**config.mk**
```make
export PLATFORM = sky130hd
export DESIGN_NAME = fetch_unit
export DESIGN_NICKNAME = d
export VERILOG_FILES = /design/src/rtl/fetch_unit.sv
export SDC_FILE = /design/constraint.sdc
export NUM_CORES = 1
export LEC_CHECK = 0
export CORE_AREA = 3 3 183 221
export CTS_CLUSTER_SIZE = 25
export DETAILED_ROUTE_END_ITERATION = 10
export DIE_AREA = 0 0 186 224
export PLACE_DENSITY = 0.4
export RECOVER_POWER = 100
export SLEW_MARGIN = 0
export SYNTH_ARGS = -nofsm -noshare
export SYNTH_HDL_FRONTEND = slang
export SYNTH_SLANG_ARGS = --single-unit
```
**constraint.sdc**
```tcl
create_clock -name clk -period 7.4 [get_ports clk]
set_input_delay 1.85 -clock clk [delete_from_list [all_inputs] [get_ports clk]]
set_output_delay 1.85 -clock clk [all_outputs]
set_load 0.005 [all_outputs]
```
**src/rtl/fetch_unit.sv**
```systemverilog
// Instruction-fetch front end: owns the PC, issues pipelined requests to a
// variable-latency in-order memory, and buffers responses for decode.
module fetch_unit #(
  parameter int                DATA_W    = 16,
  parameter int                ADDR_W    = 16,
  parameter int                BUF_DEPTH = 4,
  parameter logic [ADDR_W-1:0] RESET_PC  = '0,
  parameter int                PC_INC    = 2
) (
  input  logic              clk,
  input  logic              rst,
  output logic              imem_req,
  output logic [ADDR_W-1:0] imem_addr,
  input  logic              imem_gnt,
  input  logic              imem_rvalid,
  input  logic [DATA_W-1:0] imem_rdata,
  input  logic              redirect,
  input  logic [ADDR_W-1:0] redirect_pc,
  input  logic              halt,
  output logic              instr_valid,
  input  logic              instr_ready,
  output logic [DATA_W-1:0] instr,
  output logic [ADDR_W-1:0] instr_pc,
  output logic [ADDR_W-1:0] instr_pc_next,
  output logic              err
);

  localparam int PTR_W = $clog2(BUF_DEPTH);
  localparam int CNT_W = PTR_W + 1;
  localparam int SUM_W = CNT_W + 2;
  localparam logic [ADDR_W-1:0] INC = ADDR_W'(PC_INC);

  logic [ADDR_W-1:0] pc_reg, pc_next;
  logic [CNT_W-1:0]  out_cnt_reg, out_cnt_next;
  logic [CNT_W-1:0]  disc_cnt_reg, disc_cnt_next;
  logic [CNT_W-1:0]  fifo_cnt_reg, fifo_cnt_next;
  logic [PTR_W-1:0]  fifo_rd_reg, fifo_rd_next, fifo_wr_reg, fifo_wr_next;
  logic [PTR_W-1:0]  tag_rd_reg, tag_rd_next, tag_wr_reg, tag_wr_next;
  logic              err_reg, err_next;

  logic [DATA_W-1:0] fifo_instr_mem [BUF_DEPTH];
  logic [ADDR_W-1:0] fifo_pc_mem    [BUF_DEPTH];
  logic [ADDR_W-1:0] tag_mem        [BUF_DEPTH];

  logic [SUM_W-1:0]  credit_sum;
  logic              credit_ok, issue, rsp_drop, rsp_accept, rsp_unexp, deq;

  // In-flight, buffered and to-be-discarded slots all share one budget so the FIFO cannot overflow.
  assign credit_sum = SUM_W'(out_cnt_reg) + SUM_W'(fifo_cnt_reg) + SUM_W'(disc_cnt_reg);
  assign credit_ok  = credit_sum < SUM_W'(BUF_DEPTH);
  assign imem_req   = credit_ok & ~halt & ~redirect & rst;
  assign imem_addr  = pc_reg;
  assign issue      = credit_ok & ~halt & ~redirect & imem_gnt;

  assign rsp_drop   = imem_rvalid & (disc_cnt_reg != '0);
  assign rsp_unexp  = imem_rvalid & (disc_cnt_reg == '0) & (out_cnt_reg == '0);
  assign rsp_accept = imem_rvalid & (disc_cnt_reg == '0) & (out_cnt_reg != '0) & ~redirect;

  assign instr_valid   = (fifo_cnt_reg != '0);
  assign deq           = instr_valid & instr_ready;
  assign instr         = instr_valid ? fifo_instr_mem[fifo_rd_reg] : '0;
  assign instr_pc      = instr_valid ? fifo_pc_mem[fifo_rd_reg] : '0;
  assign instr_pc_next = instr_valid ? fifo_pc_mem[fifo_rd_reg] + INC : '0;
  assign err           = err_reg;

  always_comb begin
    pc_next       = pc_reg;
    out_cnt_next  = out_cnt_reg;
    disc_cnt_next = disc_cnt_reg;
    fifo_cnt_next = fifo_cnt_reg;
    fifo_rd_next  = fifo_rd_reg;
    fifo_wr_next  = fifo_wr_reg;
    tag_rd_next   = tag_rd_reg;
    tag_wr_next   = tag_wr_reg;
    err_next      = err_reg | rsp_unexp;

    if (redirect) begin
      // Everything still in flight becomes stale; a response landing now is one of them.
      err_next      = err_reg | rsp_unexp | redirect_pc[0];
      pc_next       = {redirect_pc[ADDR_W-1:1], 1'b0};
      disc_cnt_next = out_cnt_reg + disc_cnt_reg - CNT_W'(imem_rvalid & ~rsp_unexp);
      out_cnt_next  = '0;
      fifo_cnt_next = '0;
      fifo_rd_next  = '0;
      fifo_wr_next  = '0;
      tag_rd_next   = '0;
      tag_wr_next   = '0;
    end else begin
      if (issue) begin
        pc_next     = pc_reg + INC;
        tag_wr_next = tag_wr_reg + 1'b1;
      end
      if (rsp_drop) disc_cnt_next = disc_cnt_reg - 1'b1;
      if (rsp_accept) begin
        tag_rd_next  = tag_rd_reg + 1'b1;
        fifo_wr_next = fifo_wr_reg + 1'b1;
      end
      if (deq) fifo_rd_next = fifo_rd_reg + 1'b1;
      out_cnt_next  = out_cnt_reg + CNT_W'(issue) - CNT_W'(rsp_accept);
      fifo_cnt_next = fifo_cnt_reg + CNT_W'(rsp_accept) - CNT_W'(deq);
    end
  end

  always_ff @(posedge clk or negedge rst) begin
    if (!rst) begin
      pc_reg       <= RESET_PC;
      out_cnt_reg  <= '0;
      disc_cnt_reg <= '0;
      fifo_cnt_reg <= '0;
      fifo_rd_reg  <= '0;
      fifo_wr_reg  <= '0;
      tag_rd_reg   <= '0;
      tag_wr_reg   <= '0;
      err_reg      <= 1'b0;
    end else begin
      pc_reg       <= pc_next;
      out_cnt_reg  <= out_cnt_next;
      disc_cnt_reg <= disc_cnt_next;
      fifo_cnt_reg <= fifo_cnt_next;
      fifo_rd_reg  <= fifo_rd_next;
      fifo_wr_reg  <= fifo_wr_next;
      tag_rd_reg   <= tag_rd_next;
      tag_wr_reg   <= tag_wr_next;
      err_reg      <= err_next;
    end
  end

  // Storage needs no reset; validity is tracked by the counters and pointers.
  always_ff @(posedge clk) begin
    if (issue) tag_mem[tag_wr_reg] <= pc_reg;
    if (rsp_accept) begin
      fifo_instr_mem[fifo_wr_reg] <= imem_rdata;
      fifo_pc_mem[fifo_wr_reg]    <= tag_mem[tag_rd_reg];
    end
  end

endmodule

```
# After elaboration in Yosys (flattened, before gate mapping)
# Memories as Yosys holds them, arrays and structs flattened.
# Index checks and enable logic that the tools add are counted.
# totals
reg_bits	34
ram_bits	192
in_bits	39
elab_cells	75
memories	3
# memory_table
memory	depth	word_bits	read_ports	rd_ports_with_merged_regs	write_ports	line_no	text
fifo_instr_mem	4	16	1	0	1	41	logic [DATA_W-1:0] fifo_instr_mem [BUF_DEPTH];
fifo_pc_mem	4	16	1	0	1	42	logic [ADDR_W-1:0] fifo_pc_mem [BUF_DEPTH];
tag_mem	4	16	1	0	1	43	logic [ADDR_W-1:0] tag_mem [BUF_DEPTH];
# op_classes
add_sub_neg	15
magnitude_cmp	1
n_mux	22
n_bitwise	16
n_reduce_logical	9
# ops
cell	n
$mux 16	5
$add 16x2->16 const B	2
$mux 2	8
$mux 3	4
$and 1x1->1	10
$reduce_bool 3->1	3
$add 2x1->2 const B	4
$reduce_bool 2->1	4
$add 3x1->3	2
$logic_not 3->1	2
$sub 3x1->3	2
$add 4x3->5	1
$lt 5x3->1 const B	1
$mux 1	5
$add 3x3->4	1
$add 3x3->3	1
$and 1x3->3	1
$not 1->3	1
$sub 3x1->3 const B	1
$sub 3x3->3	1
$not 1->1	2
$or 1x1->1	2

# Depth between registers and ports, before layout
# depth
ltp_word	9
ltp_mapped	16
depth_no_buf	15

# Least setup slack after synthesis
# OpenSTA, ideal clock, no wires.
# synth_timing
path_kind	input-to-output
from	input port redirect
to	output port imem_req
t_arrival_ns	2.489
t_required_ns	5.550
setup_slack_ns	3.061
path_stages	4
n_path_buf	1
cell_sequence	buf_2 > a2111oi_4 > nand2_1 > a21oi_1
# synth_between
elab_chain_cells	3
# synth_rtl
element	line_no	text
from (decl)	17	input logic redirect,
$not 1->1	51	assign imem_req = credit_ok & ~halt & ~redirect & rst;
$and 1x1->1 (2 in a row)	51	
to (decl)	12	output logic imem_req,
# Every way passes these cells.

# Worst setup path in the final report
# layout_timing
from	input port rst
to	output port imem_req
# layout_between
elab_chain_cells	1
# layout_rtl
element	line_no	text
from (decl)	11	input logic rst,
$and 1x1->1	51	
# Every way passes these cells.

==> impl_metrics.yaml <==
placed_design:
  dp_slack_ps: 2120
  dp_hpwl_mm: 13.8
  gp_congestion: 0.749
  port_buffers: 102
  dpl_cell_area_sq_um: 11100
timing:
  maxSlewViolCount: 207
  slew_headroom_pct: -42.6
  min_period_ps: 6090
  fin_skew_ps: 8.14
  hold_viol: 0
  max_freq_ghz: 0.164
  hold_ws_ps: 471
  fin_crit_sh_pct: 82.2
  rsz0062_at_grt: "no"
  tightest_slew_ps: 2140
  setup_viol: 0
  setup_tns_ps: 0
  worst_slack_ps: 1310
clock_tree:
  cts_tree: "done"
  clockBufferDepth: 3
  clk_latency_ps: 500
  hold_buffers: 0
  root_buffer: "clkbuf_16"
  cts_resized: 0
  clock-sinks: 217
  post_cts_buffers: 0
  cts-htree-levels: 1
  numCtsBuffers: 25
  path_clk_slew_ps: 60
min_path:
  hold_path_class: "reg2reg"
  hold_start: "err$_DFF_PN0_"
floorplan:
  core_sq_um: 38500
  fp-row-count: 79
  die_area_sq_um: 41700
  initial_core_util_pct: 24.8
  io_pins: 106
  die_width_microns: 186
  fp.dieH_microns: 224
final_layout:
  largest_reg_flops: 64
  reg.largest.list: "fifo_instr_mem x64, fifo_pc_mem x60, tag_mem x60"
  nNetsFinal: 752
  max_flop_register: "fifo_instr_mem"
  area_growth_pct: 22.8
  num_antenna_cells: 0
  drive_gt1_share_pct: 10.6
  fin_area_sq_um: 11700
synthesis:
  yosysSeqAreaShare_pct: 66.4
  ys_ff_latch: 217
  synthCells: 576
  ys.warnings.count: 0
  synth_edf_count: 184
  yosys.area.top_type: "edfxtp_1"
  synth_flop_cell: "edfxtp_1"
  synth_top_area_share_pct: 57.8
  async_flop_share_pct: 15.2
  synthTopCellsByCount: "edfxtp_1 (184), and2_1 (39), mux4_2 (38)"
  post-synth-top-count-cell: "edfxtp_1"
  synth_area_sq_um: 9560
  syn_area_per_cell_sq_um: 16.6
  ys_top_cells_by_area: "edfxtp_1 (58%), mux4_2 (9.0%), dfrtp_1 (8.6%)"
  ys_types: 51
run:
  drv_cap: 6
setup_path:
  startpoint_type: "input pin"
  worstPathMaxFanout: 34
  slowest_delay_ps: 1450
  cp.arrival_ps: 4240
  cp_data_required_time_ps: 5550
  r2r_start: "disc_cnt_reg[2]$_DFFE_PN0P_"
  end_kind: "output port"
  crit_chain: "clkbuf_1, nand2_1, a21oi_1, dlygate4sd3_1"
  critPathKind: "in2out"
  crit_slowest_cell: "clkbuf_1"
  timing.critical_path.from: "rst"
grt:
  grt_max_degree: 44
  grt.total_usage_pct: 10.2
  antenna_found_initial: 0
  grt_first_pass_wirelength_mm: 33.2
  grt.overflow.total: 0
  grt_pass1_vias: 5654
outcome:
  outcome: "finished, violations left"
  violations: "capacitance limit, slew limit"
detailed_routing:
  vias_per_cell: 4.43
  drc: 0
  wirelength_mm: 21.3
  drt_iter0_drc: 219
  vias: 5252
  wire_per_inst_microns: 17.9
  firstDrtPassIters: 5
  detail-route-antenna-nets: 0
power_and_ir_drop:
  max-vdd-ir-drop_uv: 165
  leakagePower_nw: 3.91
  powerDensity_nw_per_um2: 314
==> per-layer routing <==
layer	GRT usage (%)	routed length (microns)	vias to the layer above	part of all wire [%]
li1	-	-	2414	-
met1	13.5	9350	2665	44
met2	17.4	10400	147	49
met3	1.80	1140	26	5.4
met4	2.28	371	0	1.7
met5	0	0	-	0
==> per-stage QoR <==
step	util (%)	total power, mW	cells
after global placement	28.7	2.65	1144
after floorplan	-	2.14	578
after CTS	30.7	3.83	1185
after global routing	30.5	3.93	1185
after detailed placement	28.7	2.67	1144
final	30.5	3.69	1185
==> report_power, final <==
| part | internal (mW) | switching (mW) | leakage (nW) |
|---|---|---|---|
| combinational | 0.558 | 0.513 | 1.48 |
| sequential | 1.41 | 0.0752 | 2.08 |
| clock | 0.681 | 0.454 | 0.360 |
==> worst max-delay path: cells and delay by family <==
family          cells  cell delay [ps]
buf+inv             2             2040
compound gates      1              200
simple gates        1              130
==> cells in the final DEF (no fill, tap or decap), drive strengths merged, types with 21 or more instances in the layout <==
master and count:
and2 39, clkbuf 35, clkdlybuf4s50 52, dfrtp 33
dlygate4sd3 49, edfxtp 184, ha 22, inv 32
mux4 46, nand2 21, nor2 31
==> worst paths after layout <==
kind	slack [ps]	depth (start not counted)	endpoint
max	1310	4	imem_req
min	470	2	err$_DFF_PN0_
max reg2reg	2150	16	out_cnt_reg[2]$_DFF_PN0_
min reg2reg	470	2	err$_DFF_PN0_
max in group asynchronous	4270	1	imem_addr[8]$_DFFE_PN0N_
min in group asynchronous	1930	1	err$_DFF_PN0_
==> cell type report <==
| class | count | area [sq um] |
|---|---|---|
| fill | 3790 | 26800 |
| clock inverter | 11 | 100 |
| sequential | 217 | 6350 |
| clock buffer | 30 | 644 |
| timing repair buffer | 108 | 1040 |
| tap | 486 | 608 |
| multi-input combinational | 301 | 2880 |
| inverter | 32 | 120 |
==> cell families after synthesis <==
family                     count (synthesis)  share of synthesized area (%)
muxes                                     62                           12.9
AOI/OAI and AO/OA                         37                           3.01
xor gates and xnor gates                  21                           1.92
DFF                                      217                           66.4
adders and majority gates                 28                           4.14
and+or+nand+nor                          150                           8.56
buffers and inverters                     60                           3.04
other                                      1                         0.0392
(Power assumes the default switching activity.)
